$ cat src/rtl/instr_dcd.sv
// Command/data byte decoder sitting behind an SPI byte bridge.
// The first byte of a frame is a command (bit7 write/read, bit6 auto-increment,
// bits[5:0] start address); each following byte is a data byte that turns into
// a one-cycle register write or read strobe. Reads prefetch one register ahead
// so the value is ready in data_out before the bridge has to shift it out.
module instr_dcd (
  input  logic       clk,
  input  logic       rst_n,
  input  logic       cs_n,
  input  logic       byte_sync,
  input  logic [7:0] data_in,
  output logic [7:0] data_out,
  output logic       read,
  output logic       write,
  output logic [5:0] addr,
  output logic [7:0] data_write,
  input  logic [7:0] data_read
);

  typedef enum logic {
    CMD  = 1'b0,
    DATA = 1'b1
  } state_t;

  state_t     state_q, state_d;
  logic       writeMode_q, writeMode_d;
  logic       autoInc_q, autoInc_d;
  logic [5:0] curAddr_q, curAddr_d;
  logic [5:0] addr_q, addr_d;
  logic       read_q, read_d;
  logic       write_q, write_d;
  logic [7:0] dataWrite_q, dataWrite_d;
  logic [7:0] dataOut_q, dataOut_d;
  logic [5:0] stepAddr;

  // Address used by the next data byte's access; wraps 63 -> 0 naturally.
  assign stepAddr = autoInc_q ? (curAddr_q + 6'd1) : curAddr_q;

  // Decode received bytes into strobes and track frame state.
  // curAddr_q is the internal pointer; addr_q only moves when a strobe fires,
  // so the visible address holds between accesses.
  always_comb begin
    state_d     = state_q;
    writeMode_d = writeMode_q;
    autoInc_d   = autoInc_q;
    curAddr_d   = curAddr_q;
    addr_d      = addr_q;
    read_d      = 1'b0;
    write_d     = 1'b0;
    dataWrite_d = dataWrite_q;
    dataOut_d   = read_q ? data_read : dataOut_q;

    if (cs_n) begin
      state_d = CMD;
    end else if (byte_sync) begin
      case (state_q)
        CMD: begin
          writeMode_d = data_in[7];
          autoInc_d   = data_in[6];
          curAddr_d   = data_in[5:0];
          state_d     = DATA;
          if (!data_in[7]) begin
            read_d = 1'b1;
            addr_d = data_in[5:0];
          end
        end
        DATA: begin
          if (writeMode_q) begin
            write_d     = 1'b1;
            addr_d      = curAddr_q;
            dataWrite_d = data_in;
            curAddr_d   = stepAddr;
          end else begin
            read_d    = 1'b1;
            addr_d    = stepAddr;
            curAddr_d = stepAddr;
          end
        end
        default: state_d = CMD;
      endcase
    end
  end

  // State and output registers, cleared asynchronously by reset.
  always_ff @(posedge clk or negedge rst_n) begin
    if (!rst_n) begin
      state_q     <= CMD;
      writeMode_q <= 1'b0;
      autoInc_q   <= 1'b0;
      curAddr_q   <= 6'd0;
      addr_q      <= 6'd0;
      read_q      <= 1'b0;
      write_q     <= 1'b0;
      dataWrite_q <= 8'h00;
      dataOut_q   <= 8'h00;
    end else begin
      state_q     <= state_d;
      writeMode_q <= writeMode_d;
      autoInc_q   <= autoInc_d;
      curAddr_q   <= curAddr_d;
      addr_q      <= addr_d;
      read_q      <= read_d;
      write_q     <= write_d;
      dataWrite_q <= dataWrite_d;
      dataOut_q   <= dataOut_d;
    end
  end

  assign data_out   = dataOut_q;
  assign read       = read_q;
  assign write      = write_q;
  assign addr       = addr_q;
  assign data_write = dataWrite_q;

endmodule

$ cat config.mk
export PLATFORM = sky130hd
export DESIGN_NAME = instr_dcd
export DESIGN_NICKNAME = d
export VERILOG_FILES = /design/src/rtl/instr_dcd.sv
export SDC_FILE = /design/constraint.sdc
export NUM_CORES = 1
export LEC_CHECK = 0
export BUFFER_PORTS_ARGS = -buffer_cell sky130_fd_sc_hd__buf_2
export CAP_MARGIN = 10
export CORE_MARGIN = 2
export CORE_UTILIZATION = 50
export DETAILED_ROUTE_END_ITERATION = 12
export HOLD_SLACK_MARGIN = 0.02
export PLACE_DENSITY = 0.84
export SLEW_MARGIN = 20
export SYNTH_ARGS = -nofsm -noshare
export SYNTH_HDL_FRONTEND = slang
export SYNTH_SLANG_ARGS = --single-unit
$ cat constraint.sdc
create_clock -name clk -period 1.8 [get_ports clk]
set_input_delay 0.18 -clock clk [delete_from_list [all_inputs] [get_ports clk]]
set_output_delay 0.18 -clock clk [all_outputs]
set_load 0.01 [all_outputs]
# Word level (Yosys, flattened, before mapping)
# Cells that the tools add are included.
dict set report totals {
  output_inout_bits 24
  mem_count 0
  rom_bits 0
  inputBits 20
  latch_bits 0
  wordCells 34
  reg_bits 33
  mem_bits_rw 0
}
dict set report op_classes {
  n_mul 0
  muxes 16
  order_cmp 0
  shift 0
  bitwise_logic 2
  eq_ne 1
  add_sub_neg 1
  n_reduce_logical 5
  div_mod_pow 0
}
# cell n
set op_table {}
lappend op_table {{6-bit one-hot mux with 2 select lines} 2}
lappend op_table {{6-bit two-way mux} 3}
lappend op_table {{1-bit two-way mux} 10}
lappend op_table {{6-bit by 1-bit adder with 6-bit output, second input constant} 1}
lappend op_table {{3-bit AND reduction} 2}
lappend op_table {{4-bit AND reduction} 1}
lappend op_table {{2-bit inequality test, second input constant} 1}
lappend op_table {{1-bit NOT} 2}
lappend op_table {{1-bit one-hot mux with 2 select lines} 1}
lappend op_table {{2-bit AND reduction} 1}
lappend op_table {{2-bit nonzero test} 1}

# Depth between registers and ports, before layout
dict set report depth {
  depth_word 4
  mapped_depth 6
  depth_no_buf 5
}

# Worst setup path after synthesis
# OpenSTA, ideal clock, no wires.
dict set report synth_timing {
  path_kind {register -> register}
  start {register writeMode_q}
  end {register addr_q[1] (netlist: addr[1])}
  arrival_ps 1123
  required_ps 1664
  setup_ps 136
  stages_incl_launch_ff 6
  slack_ps 541
  n_path_buf 1
  synth_period_minus_slack_ps 1259
  cell_sequence {dfrtp_1 > clkbuf_1 > nor2b_1 > mux2i_1 > a2bb2oi_1 > o21ai_0}
}
dict set report synth_between {
  elab_chain_cells 2
}
# item line_no
set synth_rtl {}
lappend synth_rtl {{start, declared} 26} ;# logic writeMode_q, writeMode_d;
lappend synth_rtl {{start signal, assigned} 98} ;# writeMode_q <= writeMode_d;
lappend synth_rtl {{6-bit two-way mux} 68} ;# if (writeMode_q) begin
lappend synth_rtl {{6-bit one-hot mux with 2 select lines} 56} ;# case (state_q)
lappend synth_rtl {{end signal, assigned} 101} ;# addr_q <= addr_d;
lappend synth_rtl {{end, declared} 29} ;# logic [5:0] addr_q, addr_d;
# No other way between the ends.
# A chain may end at the register's enable or synchronous reset.

# Worst setup path in the final report
dict set report layout_timing {
  start {input port cs_n}
  end {register dataWrite_q[6] (netlist: data_write[6])}
}
dict set report layout_between {
  elab_chain_cells 2
}
# item line_no
set layout_rtl {}
lappend layout_rtl {{start, declared} 9} ;# input logic cs_n,
lappend layout_rtl {{1-bit NOT (no line)} n/a}
lappend layout_rtl {{4-bit AND reduction (no line)} n/a}
lappend layout_rtl {{end signal, assigned} 104} ;# dataWrite_q <= dataWrite_d;
lappend layout_rtl {{end, declared} 32} ;# logic [7:0] dataWrite_q, dataWrite_d;
# No other way between the ends.

==> flow_metrics.tcl <==
set metrics [dict create \
    outcome "finished clean" \
    synth_top_cell_by_area "dfrtp_1" \
    stdcell_area_um2 1840 \
    end_of_the_worst_register_to_register_path "curAddr_q[5]$_DFFE_PN0P_" \
    detail_route.wirelength_mm 3.22 \
    skew_ps 7.38 \
    clkSlewWorstSetupHoldPaths_ps 100 \
    route.vias.total 1217 \
    synth.yosys.warnings 0 \
    yosysSeqAreaShare 0.544 \
    cts-hold-fix-buffers 2 \
    synth-main-ff-cell "dfrtp_1" \
    place.gp.congestion 0.850 \
    clk_root_buffer_cell "clkbuf_4" \
    syn_to_final_growth_pct 21.3 \
    route.met3.wl_um 224 \
    dr.pass1.iters 5 \
    yosys.area.top_type_share 0.544 \
    antenna_found_initial 0 \
    met2_length_mm 1.65 \
    cts-root-to-sink-buffers 2 \
    finalHoldViolCount 0 \
    clock-sinks 33 \
    rsz0062_at_grt "false" \
    final.min_clock_period_ps 1540 \
    core-area_um2 2830 \
    synth.top_cells.by_area "dfrtp_1, mux2_2, a21oi_1" \
    ys_types 32 \
    timing_worst_slew_pin_value_ps 719 \
    die_w_um 59.1 \
    number_of_core_rows 19 \
    required_time_of_the_worst_setup_path_ps 2020 \
    timing.final.setup_violations 0 \
    critPathSlowestCell "dlygate4sd3_1" \
    post_cts.resized_instances 0 \
    drt-wirelength-per-cell_um 15.3 \
    synthMostInstantiatedCell "dfrtp_1" \
    overflow 0 \
    switching_portion_of_total_power 0.324 \
    synthesis.nets 154 \
    ios 44 \
    max_slew_margin 0.521 \
    internal-power_mw 1.44 \
    grt_first_pass_wirelength_mm 5.44 \
    critical-path-max-stage-delay_ps 530 \
    worst_setup_path_start_kind "input pin" \
    number_of_violations_reported_at_the_end_of_detailed_routing_iteration_0 40 \
    power.share.combinational 0.297 \
    grt_max_degree 34 \
    hold-path-endpoint "state_q$_DFFE_PN0P_" \
    final_layout_size_suffix_gt1_frac 0.394 \
    cts_made_buffers 5 \
    drv.max_cap_violation_count 0 \
    leakagePower_nw 0.860 \
    hp-start "byte_sync" \
    finalNetCount 201 \
    synth-edff-count 0 \
    wirelength_met1_mm 1.31 \
    report.final.slew_viol_count 0 \
    ys_top_cells_by_count "dfrtp_1, mux2_2, a21oi_1" \
    buffers_inserted_during_post_cts_setup_optimization 0 \
    dieHeight_um 59.1 \
    post_synth_inst_count 133 \
    postSynthAreaPerCell_um2 11.4 \
    clk_latency_ps 330 \
    synth.cell_area_um2 1520 \
    drc 0 \
    overall_die_area_um2 3490 \
    timing_worst_setup_path_type "in -> reg" \
    global_route.usage.total 0.215 \
    arrival_ps 1760 \
    ys_async_sr_fraction 1.00 \
    worst_r2r_startpoint "autoInc_q$_DFFE_PN0P_" \
    post_dp_cell_area_um2 1770 \
    antenna_left 0 \
    fin_hold_ws_ps 78.5 \
    vdd_ir_drop_max_v 0.000711 \
    initial_utilization 0.537 \
    n_antenna_cell 0 \
    critical_path.cell_chain "dlygate4sd3_1 -> buf_2 -> nor2b_1 -> buf_12 -> nand3_2 -> mux2_2" \
    totalNegativeSetupSlack_ps 0 \
    part_of_the_total_power_dissipated_in_the_clock_network 0.195 \
    switching_power_mw 0.690 \
    end_kind "register" \
    power.density_nw_per_um2 1160 \
    power.sequential.fraction 0.508 \
    r2r_cells 4 \
    crit_fanout 17 \
    timing.hold.worst.class "in -> reg" \
    tritoncts_clock_tree "yes" \
    top_signal_layer_used "met4" \
    period_share 0.858 \
    cts_htree_levels 2 \
    achievable-frequency_mhz 647 \
    postSynthRegisterBits 33 \
    place_hpwl_mm 2.42 \
    viasPerCell 5.77 \
    first_global_vias 1161 \
    numPortBuffers 43 \
    setup.reg_to_reg.worst_slack_ps 340 \
    whs_path_depth 3 \
]
## power groups by stage
stage / combinational, mW / clock, mW / sequential (mW)
after floorplan: 0.338 / 0 / 1.12
after global placement: 0.609 / 0 / 1.08
after detailed placement: 0.634 / 0 / 1.10
after CTS: 0.641 / 0.422 / 1.08
after global routing: 0.699 / 0.458 / 1.12
final: 0.633 / 0.415 / 1.08
## critical path: cells and delay by family
family / cells / cell delay [ps]
buffers and inverters: 3 / 840
multiplexers: 1 / 340
AND/OR/NAND/NOR: 2 / 400
## layout make-up
cell class / instances / area (µm²)
fillers: 239 / 987
flip-flops and latches: 33 / 826
multi-input cells: 91 / 652
repair buffers: 47 / 263
clock buffers: 7 / 55.1
well taps: 31 / 38.8
inverters: 2 / 7.51
## cells in the final DEF, fill, tap and decap left out, drive strengths merged, types with 3 or more instances in the layout
master,netlist,final
buf,5,45
mux2i,3,3
nand2b,3,3
nand4,3,3
o21ai,7,7
mux2,18,18
nor2,10,10
a21oi,12,12
o22ai,6,6
dfrtp,33,33
clkbuf,2,7
xnor2,3,3
nand2,7,7
## metal layers
metal	global-route usage	vias up
li1	-	575
met1	0.259	583
met2	0.357	54
met3	0.0546	5
met4	0.107	0
met5	0	-
## logic make-up after synthesis
| logic type | synth area share |
|---|---|
| AO/OA/AOI/OAI | 0.132 |
| XOR/XNOR | 0.0288 |
| adder cells (fa/ha/maj) | 0.00824 |
| buffers and inverters | 0.0272 |
| flip-flops | 0.544 |
| multiplexers | 0.153 |
| AND/OR/NAND/NOR | 0.107 |
## registers in the layout, indices dropped and copies added, names as in the netlist
name / count
data_write: 8
state_q: 1
autoInc_q: 1
writeMode_q: 1
write: 1
data_out: 8
addr: 6
curAddr_q: 6
read: 1
## stage by stage
step | power [mW] | setup slack, ps | utilization | std cells
finish | 2.13 | 255 | 0.651 | 211
CTS | 2.14 | 256 | 0.651 | 211
detailed placement | 1.73 | 372 | 0.625 | 202
global placement | 1.69 | 477 | 0.625 | 202
floorplan | 1.46 | 541 | - | 133
global route | 2.27 | 191 | 0.651 | 211
## how the worst max path moves through the flow
stage	from	end	slack, ps	cells past startpoint
final	cs_n	data_write[6]$_DFFE_PN0P_	260	6
after global routing	cs_n	data_write[6]$_DFFE_PN0P_	190	6
after CTS	cs_n	data_write[6]$_DFFE_PN0P_	260	6
after detailed placement	autoInc_q$_DFFE_PN0P_	curAddr_q[5]$_DFFE_PN0P_	370	4
after global placement	autoInc_q$_DFFE_PN0P_	curAddr_q[5]$_DFFE_PN0P_	480	4
after floorplan	writeMode_q$_DFFE_PN0P_	addr[1]$_DFFE_PN0P_	540	5
No activity file was read; power rests on OpenSTA's default activity.
